--- src/rtl/global_buffer_pingpong_pkg.sv ---
// Shared definitions for the ping/pong feature-map buffer: default geometry,
// half-select encoding and the deepest supported read pipeline.
package global_buffer_pingpong_pkg;

    localparam int K_CHANNELS      = 6;
    localparam int INT_WIDTH       = 8;
    localparam int SRAM_DEPTH      = 16;
    localparam int GB_MAX_READ_LAT = 2;

    typedef enum logic {
        HALF_PING = 1'b0,
        HALF_PONG = 1'b1
    } half_sel_e;

    function automatic half_sel_e half_flip(input half_sel_e h);
        return (h == HALF_PING) ? HALF_PONG : HALF_PING;
    endfunction

endpackage

--- src/rtl/gb_bank_2p.sv ---
// One buffer bank: both halves in a single array addressed {half, addr},
// registered read with optional second output stage, data forced to zero when not valid.
module gb_bank_2p
    import global_buffer_pingpong_pkg::*;
#(
    parameter int DATA_W   = INT_WIDTH,
    parameter int DEPTH    = SRAM_DEPTH,
    parameter int ADDR_W   = $clog2(DEPTH),
    parameter int READ_LAT = 1
) (
    input  logic              clk_i,
    input  logic              rst_async_n_i,
    input  logic              wr_en_i,
    input  logic [ADDR_W:0]   wr_addr_i,
    input  logic [DATA_W-1:0] wr_data_i,
    input  logic              rd_en_i,
    input  logic [ADDR_W:0]   rd_addr_i,
    output logic              rd_valid_o,
    output logic [DATA_W-1:0] rd_data_o
);

    // Sized to the full {half, addr} space so every address form stays in range.
    localparam int MEM_WORDS = 2 ** (ADDR_W + 1);

    logic [DATA_W-1:0] r_mem [MEM_WORDS];
    logic              r_s1_valid;
    logic [DATA_W-1:0] r_s1_data;

    // Storage write port; contents deliberately survive reset.
    always_ff @(posedge clk_i) begin
        if (wr_en_i) begin
            r_mem[wr_addr_i] <= wr_data_i;
        end
    end

    // First read stage: sample the array, zero the data on idle cycles.
    always_ff @(posedge clk_i or negedge rst_async_n_i) begin
        if (!rst_async_n_i) begin
            r_s1_valid <= 1'b0;
            r_s1_data  <= '0;
        end else begin
            r_s1_valid <= rd_en_i;
            r_s1_data  <= rd_en_i ? r_mem[rd_addr_i] : '0;
        end
    end

    generate
        if (READ_LAT == 2) begin : g_lat2
            logic              r_s2_valid;
            logic [DATA_W-1:0] r_s2_data;

            // Extra output register stage for the two-cycle configuration.
            always_ff @(posedge clk_i or negedge rst_async_n_i) begin
                if (!rst_async_n_i) begin
                    r_s2_valid <= 1'b0;
                    r_s2_data  <= '0;
                end else begin
                    r_s2_valid <= r_s1_valid;
                    r_s2_data  <= r_s1_data;
                end
            end

            assign rd_valid_o = r_s2_valid;
            assign rd_data_o  = r_s2_data;
        end else begin : g_lat1
            assign rd_valid_o = r_s1_valid;
            assign rd_data_o  = r_s1_data;
        end
    endgenerate

endmodule

--- src/rtl/global_buffer_pingpong.sv ---
// Ping/pong banked activation buffer: tracks which half is being filled and which
// is being drained, and swaps halves on the producer/consumer done handshakes.
module global_buffer_pingpong
    import global_buffer_pingpong_pkg::*;
#(
    parameter int NUM_BANKS = K_CHANNELS,
    parameter int DATA_W    = INT_WIDTH,
    parameter int DEPTH     = SRAM_DEPTH,
    parameter int ADDR_W    = $clog2(DEPTH),
    parameter int READ_LAT  = 1
) (
    input  logic                              clk_i,
    input  logic                              rst_async_n_i,
    input  logic [NUM_BANKS-1:0]              wr_en_i,
    input  logic [NUM_BANKS-1:0][ADDR_W-1:0]  wr_addr_i,
    input  logic [NUM_BANKS-1:0][DATA_W-1:0]  wr_data_i,
    input  logic                              wr_done_i,
    output logic                              wr_ready_o,
    input  logic [NUM_BANKS-1:0]              rd_en_i,
    input  logic [NUM_BANKS-1:0][ADDR_W-1:0]  rd_addr_i,
    input  logic                              rd_done_i,
    output logic                              rd_avail_o,
    output logic [NUM_BANKS-1:0]              rd_valid_o,
    output logic [NUM_BANKS-1:0][DATA_W-1:0]  rd_data_o,
    output logic [1:0]                        fill_level_o
);

    generate
        if ((READ_LAT < 1) || (READ_LAT > GB_MAX_READ_LAT)) begin : g_bad_read_lat
            $error("global_buffer_pingpong: READ_LAT must be 1 or 2");
        end
    endgenerate

    logic [1:0] r_full;
    half_sel_e  r_wr_sel;
    half_sel_e  r_rd_sel;
    logic [1:0] w_full_nxt;
    half_sel_e  w_wr_sel_nxt;
    half_sel_e  w_rd_sel_nxt;
    logic       w_wr_ready;
    logic       w_rd_avail;
    logic       w_wr_acc;
    logic       w_rd_acc;

    assign w_wr_ready   = ~r_full[r_wr_sel];
    assign w_rd_avail   = r_full[r_rd_sel];
    assign w_wr_acc     = wr_done_i & w_wr_ready;
    assign w_rd_acc     = rd_done_i & w_rd_avail;
    assign wr_ready_o   = w_wr_ready;
    assign rd_avail_o   = w_rd_avail;
    assign fill_level_o = {1'b0, r_full[0]} + {1'b0, r_full[1]};

    // Half hand-over; accepted done pulses always target different halves.
    always_comb begin
        w_full_nxt   = r_full;
        w_wr_sel_nxt = r_wr_sel;
        w_rd_sel_nxt = r_rd_sel;
        if (w_wr_acc) begin
            w_full_nxt[r_wr_sel] = 1'b1;
            w_wr_sel_nxt         = half_flip(r_wr_sel);
        end else begin
            w_wr_sel_nxt = r_wr_sel;
        end
        if (w_rd_acc) begin
            w_full_nxt[r_rd_sel] = 1'b0;
            w_rd_sel_nxt         = half_flip(r_rd_sel);
        end else begin
            w_rd_sel_nxt = r_rd_sel;
        end
    end

    // Full flags and half pointers.
    always_ff @(posedge clk_i or negedge rst_async_n_i) begin
        if (!rst_async_n_i) begin
            r_full   <= 2'b00;
            r_wr_sel <= HALF_PING;
            r_rd_sel <= HALF_PING;
        end else begin
            r_full   <= w_full_nxt;
            r_wr_sel <= w_wr_sel_nxt;
            r_rd_sel <= w_rd_sel_nxt;
        end
    end

    generate
        for (genvar k = 0; k < NUM_BANKS; k++) begin : g_bank
            gb_bank_2p #(
                .DATA_W   (DATA_W),
                .DEPTH    (DEPTH),
                .ADDR_W   (ADDR_W),
                .READ_LAT (READ_LAT)
            ) u_bank (
                .clk_i         (clk_i),
                .rst_async_n_i (rst_async_n_i),
                .wr_en_i       (wr_en_i[k] & w_wr_ready),
                .wr_addr_i     ({r_wr_sel, wr_addr_i[k]}),
                .wr_data_i     (wr_data_i[k]),
                .rd_en_i       (rd_en_i[k] & w_rd_avail),
                .rd_addr_i     ({r_rd_sel, rd_addr_i[k]}),
                .rd_valid_o    (rd_valid_o[k]),
                .rd_data_o     (rd_data_o[k])
            );
        end
    endgenerate

endmodule

--- config.mk ---
export PLATFORM = sky130hd
export DESIGN_NAME = global_buffer_pingpong
export DESIGN_NICKNAME = d
export VERILOG_FILES = /design/src/rtl/global_buffer_pingpong_pkg.sv /design/src/rtl/gb_bank_2p.sv /design/src/rtl/global_buffer_pingpong.sv
export SDC_FILE = /design/constraint.sdc
export NUM_CORES = 1
export LEC_CHECK = 0
export BUFFER_PORTS_ARGS = -buffer_cell sky130_fd_sc_hd__buf_2
export CAP_MARGIN = 20
export CORE_UTILIZATION = 67
export DETAILED_ROUTE_END_ITERATION = 10
export HOLD_SLACK_MARGIN = 0.02
export PLACE_DENSITY = 0.85
export SLEW_MARGIN = 10
export SYNTH_ARGS = -nofsm -noshare
export SYNTH_HDL_FRONTEND = slang
export SYNTH_SLANG_ARGS = --single-unit
--- constraint.sdc ---
create_clock -name clk_i -period 4 [get_ports clk_i]
set_input_delay 1 -clock clk_i [delete_from_list [all_inputs] [get_ports clk_i]]
set_output_delay 1 -clock clk_i [all_outputs]
set_load 0.05 [all_outputs]
==> reports/metrics.csv <==
stage;metric;value;unit
synthesis;synthesized flop and latch total;1594;
synthesis;syn_nets;2983;
synthesis;Post-Syn Area;0.06244;sq mm
power_and_ir_drop;PwrDens;542.4;mW/mm^2
sta;endpoints failing hold;0;
power_and_ir_drop;NetSw;9.588;mW
power_and_ir_drop;clock network power share;38.0;%
clock_tree;clock-pin slew on the worst setup and hold paths;0.06;ns
setup_path;crit path cell chain;mux2_2, buf_2;
setup_path;Worst Path Arrival;2.44;ns
cells_and_area;Sequential cell area;0.04758;sq mm
synthesis;Syn. warnings;0;
synthesis;area leader, netlist;edfxtp_1;
global_routing;pin count of the biggest net entering global routing;59;
setup_path;Worst Path Required;3.00;ns
drt;Vias;31890;
floorplan;cell row count;111;
global_routing;total track usage;31.28;%
floorplan;Die ar.;0.09443;sq mm
power_and_ir_drop;Pleak;22.83;nW
job;Max Cap Viol;0;
setup_path;CP Capture Type;primary output;
sta;Worst Tran Pin Value;1.102;ns
cells_and_area;nets;3181;
synthesis;Cell variety after synth;38;
synthesis;Avg Cell Area, Syn;21.76;sq um
floorplan;DIE HEIGHT;307.3;um
placement;pre-CTS WS;0.8171;ns
setup_path;Worst Setup Start Kind;flip-flop;
drt;number of DRC markers in iteration 0;4541;
sta;Max Slew Vio Count;0;
synthesis;Post-Synth Simple-Gate Area;2.667;%
synthesis;area fraction of the dominant cell type after synthesis;73.86;%
setup_path;slowest CP cell;mux2_2;
synthesis;post-synthesis mux area share;16.28;%
floorplan;Initial Utilization;67.92;%
clock_tree;post-CTS setup buffer count;0;
synthesis;Adder-Cell Fraction of Synth Area;0.02004;%
sta;RSZ-0062 raised after global routing;no;
setup_path;Worst Path Max Fanout;7;
cells_and_area;multi-input logic area;0.01363;sq mm
cells_and_area;number of fill cells;4660;
synthesis;Synth Area in Compound Gates;2.845;%
synthesis;Synth area leaders;edfxtp_1 (74%), mux4_1 (6.9%), mux4_2 (6.2%), mux2i_1 (3.1%), dfrtp_1 (2.3%);
power_and_ir_drop;internal power;27.79;mW
clock_tree;hold_buf cts;0;
clock_tree;clock root cell;clkbuf_16;
synthesis;Post-Syn Instances;2870;
floorplan;core area;0.09194;sq mm
setup_path;crit path kind;reg -> out;
drt;Via density;7.179;
cells_and_area;Non-Filler Cell Area, Final;0.06891;sq mm
sta;Rel. slew slack;26.56;%
power_and_ir_drop;Comb pwr share;11.2;%
cells_and_area;non-filler cells, final;4442;
power_and_ir_drop;switch share;25.65;%
placement;placed insts;4157;
clock_tree;CTS Sinks;1594;
power_and_ir_drop;sequential fraction of design power;50.8;%
drt;drt drc;0;
sta;Final min period;3.437;ns
cells_and_area;Syn-to-layout area delta;10.36;%
global_routing;first-pass GRT wire length;212800;um
floorplan;chip width;307.3;um
drt;Avg WL per Cell;32.82;um
clock_tree;H-tree levels;4;
global_routing;initial antenna violation count;18;
clock_tree;Resize count post-CTS;0;
synthesis;number of synthesized flops with an enable pin;1536;
setup_path;worst setup path start;r_full[0];
worst_hold_path;Worst Hold Class;in -> async;
cells_and_area;fraction of layout cells with a size suffix above 1;19.47;%
drt;drt first pass iters;7;
sta;Final WS setup;0.5626;ns
floorplan;num ports;170;
clock_tree;total CTS buffers;152;
setup_path;slowest stage delay, CP;0.75;ns
sta;Setup Skew;0.02835;ns
global_routing;vias in the first global route;32230;
sta;fmax;290.9;MHz
global_routing;GRT overflow;0;
drt;drt total wl;145800;um
synthesis;Post-synth ARST share;3.639;%
sta;final worst path period share;85.94;%
sta;worst hold slack;0.4431;ns
placement;routability cong.;0.8407;
power_and_ir_drop;Max VDD drop;0.4772;mV
drt;DRT antenna net count;0;
synthesis;post-synthesis xor/xnor area fraction;0;%
synthesis;register area share after synthesis;76.19;%
placement;dpl hpwl;80330;um
clock_tree;Worst-Skew Late Latency;0.77;ns
outcome;status;finished clean;
sta;setup_tns;0;ns
sta;final setup violation count;0;
setup_path;worst flop-to-flop path startpoint;r_full[0];
clock_tree;CTS max path bufs;3;
placement;Post-DP Area;0.06400;sq mm
synthesis;largest family of logic cells by synthesized area;multiplexers;
clock_tree;CTS tree;yes;
synthesis;main flop type after synthesis;edfxtp_1;
placement;# port buffers;169;
==> worst max-delay path, delay by kind of cell, from the launching register on <==
family	cells	cell delay [ns]
flops	1	0.51
mux	1	0.75
buf+inv	1	0.40
==> routing by layer <==
metal / track usage [%] / wire [um] / vias up
li1: - / - / 12620
met1: 42.80 / 51350 / 16270
met2: 50.41 / 71370 / 2470
met3: 6.820 / 16870 / 504
met4: 11.69 / 6074 / 24
met5: 0 / 140 / -
==> flip-flops by register name, indices dropped and copies added (netlist names) <==
register                  cells
g_bank.u_bank.r_mem        1536
g_bank.u_bank.rd_data_o      48
g_bank.u_bank.rd_valid_o      6
r_full                        2
r_rd_sel                      1
r_wr_sel                      1
==> synthesized netlist by cell type, types with 35 or more instances <==
library cell,count
mux2i_1,192
nand2_1,36
a22oi_1,47
a221oi_1,37
mux4_1,165
a31oi_1,49
mux4_2,172
o21ai_0,35
nor2_1,218
a221o_1,48
edfxtp_1,1536
dfrtp_1,58
==> placed cells by master, fill, tap and decap left out, types with 25 or more instances in the layout <==
cell / count
clkinv_2: 26
clkbuf_16: 153
buf_2: 168
a221oi_1: 37
o21ai_0: 35
a22oi_1: 47
a31oi_1: 49
dfrtp_1: 56
nand2_1: 36
edfxtp_1: 1536
mux4_1: 165
a221o_1: 48
clkinv_1: 25
clkbuf_1: 31
mux4_2: 172
nor2_1: 218
mux2i_1: 192
==> worst paths after layout <==
check	to	slack, ns	cells past startpoint
setup / recovery	rd_avail_o	0.56	2
hold / removal	g_bank[2].u_bank.rd_data_o[4]	0.44	1
setup reg to reg	g_bank[1].u_bank.r_mem[16][7]	0.86	5
hold reg to reg	r_rd_sel	0.66	1
max in group asynchronous	r_rd_sel	2.81	1
min in group clk_i	r_rd_sel	0.48	2
==> power by group through the flow <==
| stage | clock network [mW] | registers (mW) | logic, mW |
|---|---|---|---|
| after CTS | 14.2 | 19.0 | 4.11 |
| final | 14.2 | 19.0 | 4.18 |
| after global routing | 14.8 | 19.0 | 4.28 |
| after detailed placement | 0 | 19.3 | 3.99 |
| after global placement | 0 | 19.3 | 3.86 |
| after floorplan | 0 | 19.8 | 2.02 |
==> kinds of logic after synthesis <==
logic type	Yosys count
DFF	1594
AOI/OAI and AO/OA	235
adders and majority gates	1
buffers and inverters	162
and+or+nand+nor	346
muxes	532
==> per-stage QoR <==
stage / util, % / power, mW
2_1_floorplan: - / 21.86
3_3_place_gp: 69.61 / 23.16
3_5_place_dp: 69.61 / 23.32
4_1_cts: 74.94 / 37.34
5_1_grt: 74.95 / 38.10
6_report: 74.95 / 37.38
==> final cells by class <==
class	instances	area share, %
Clock inverter	82	1.108
Tap cell	1243	2.257
Sequential cell	1594	69.04
Multi-Input combinational cell	1114	19.78
Antenna cell	5	0.01816
Timing Repair Buffer	192	1.718
Clock buffer	198	6.004
Inverter	14	0.07626
Note: power is estimated with default switching activity, not from simulation.
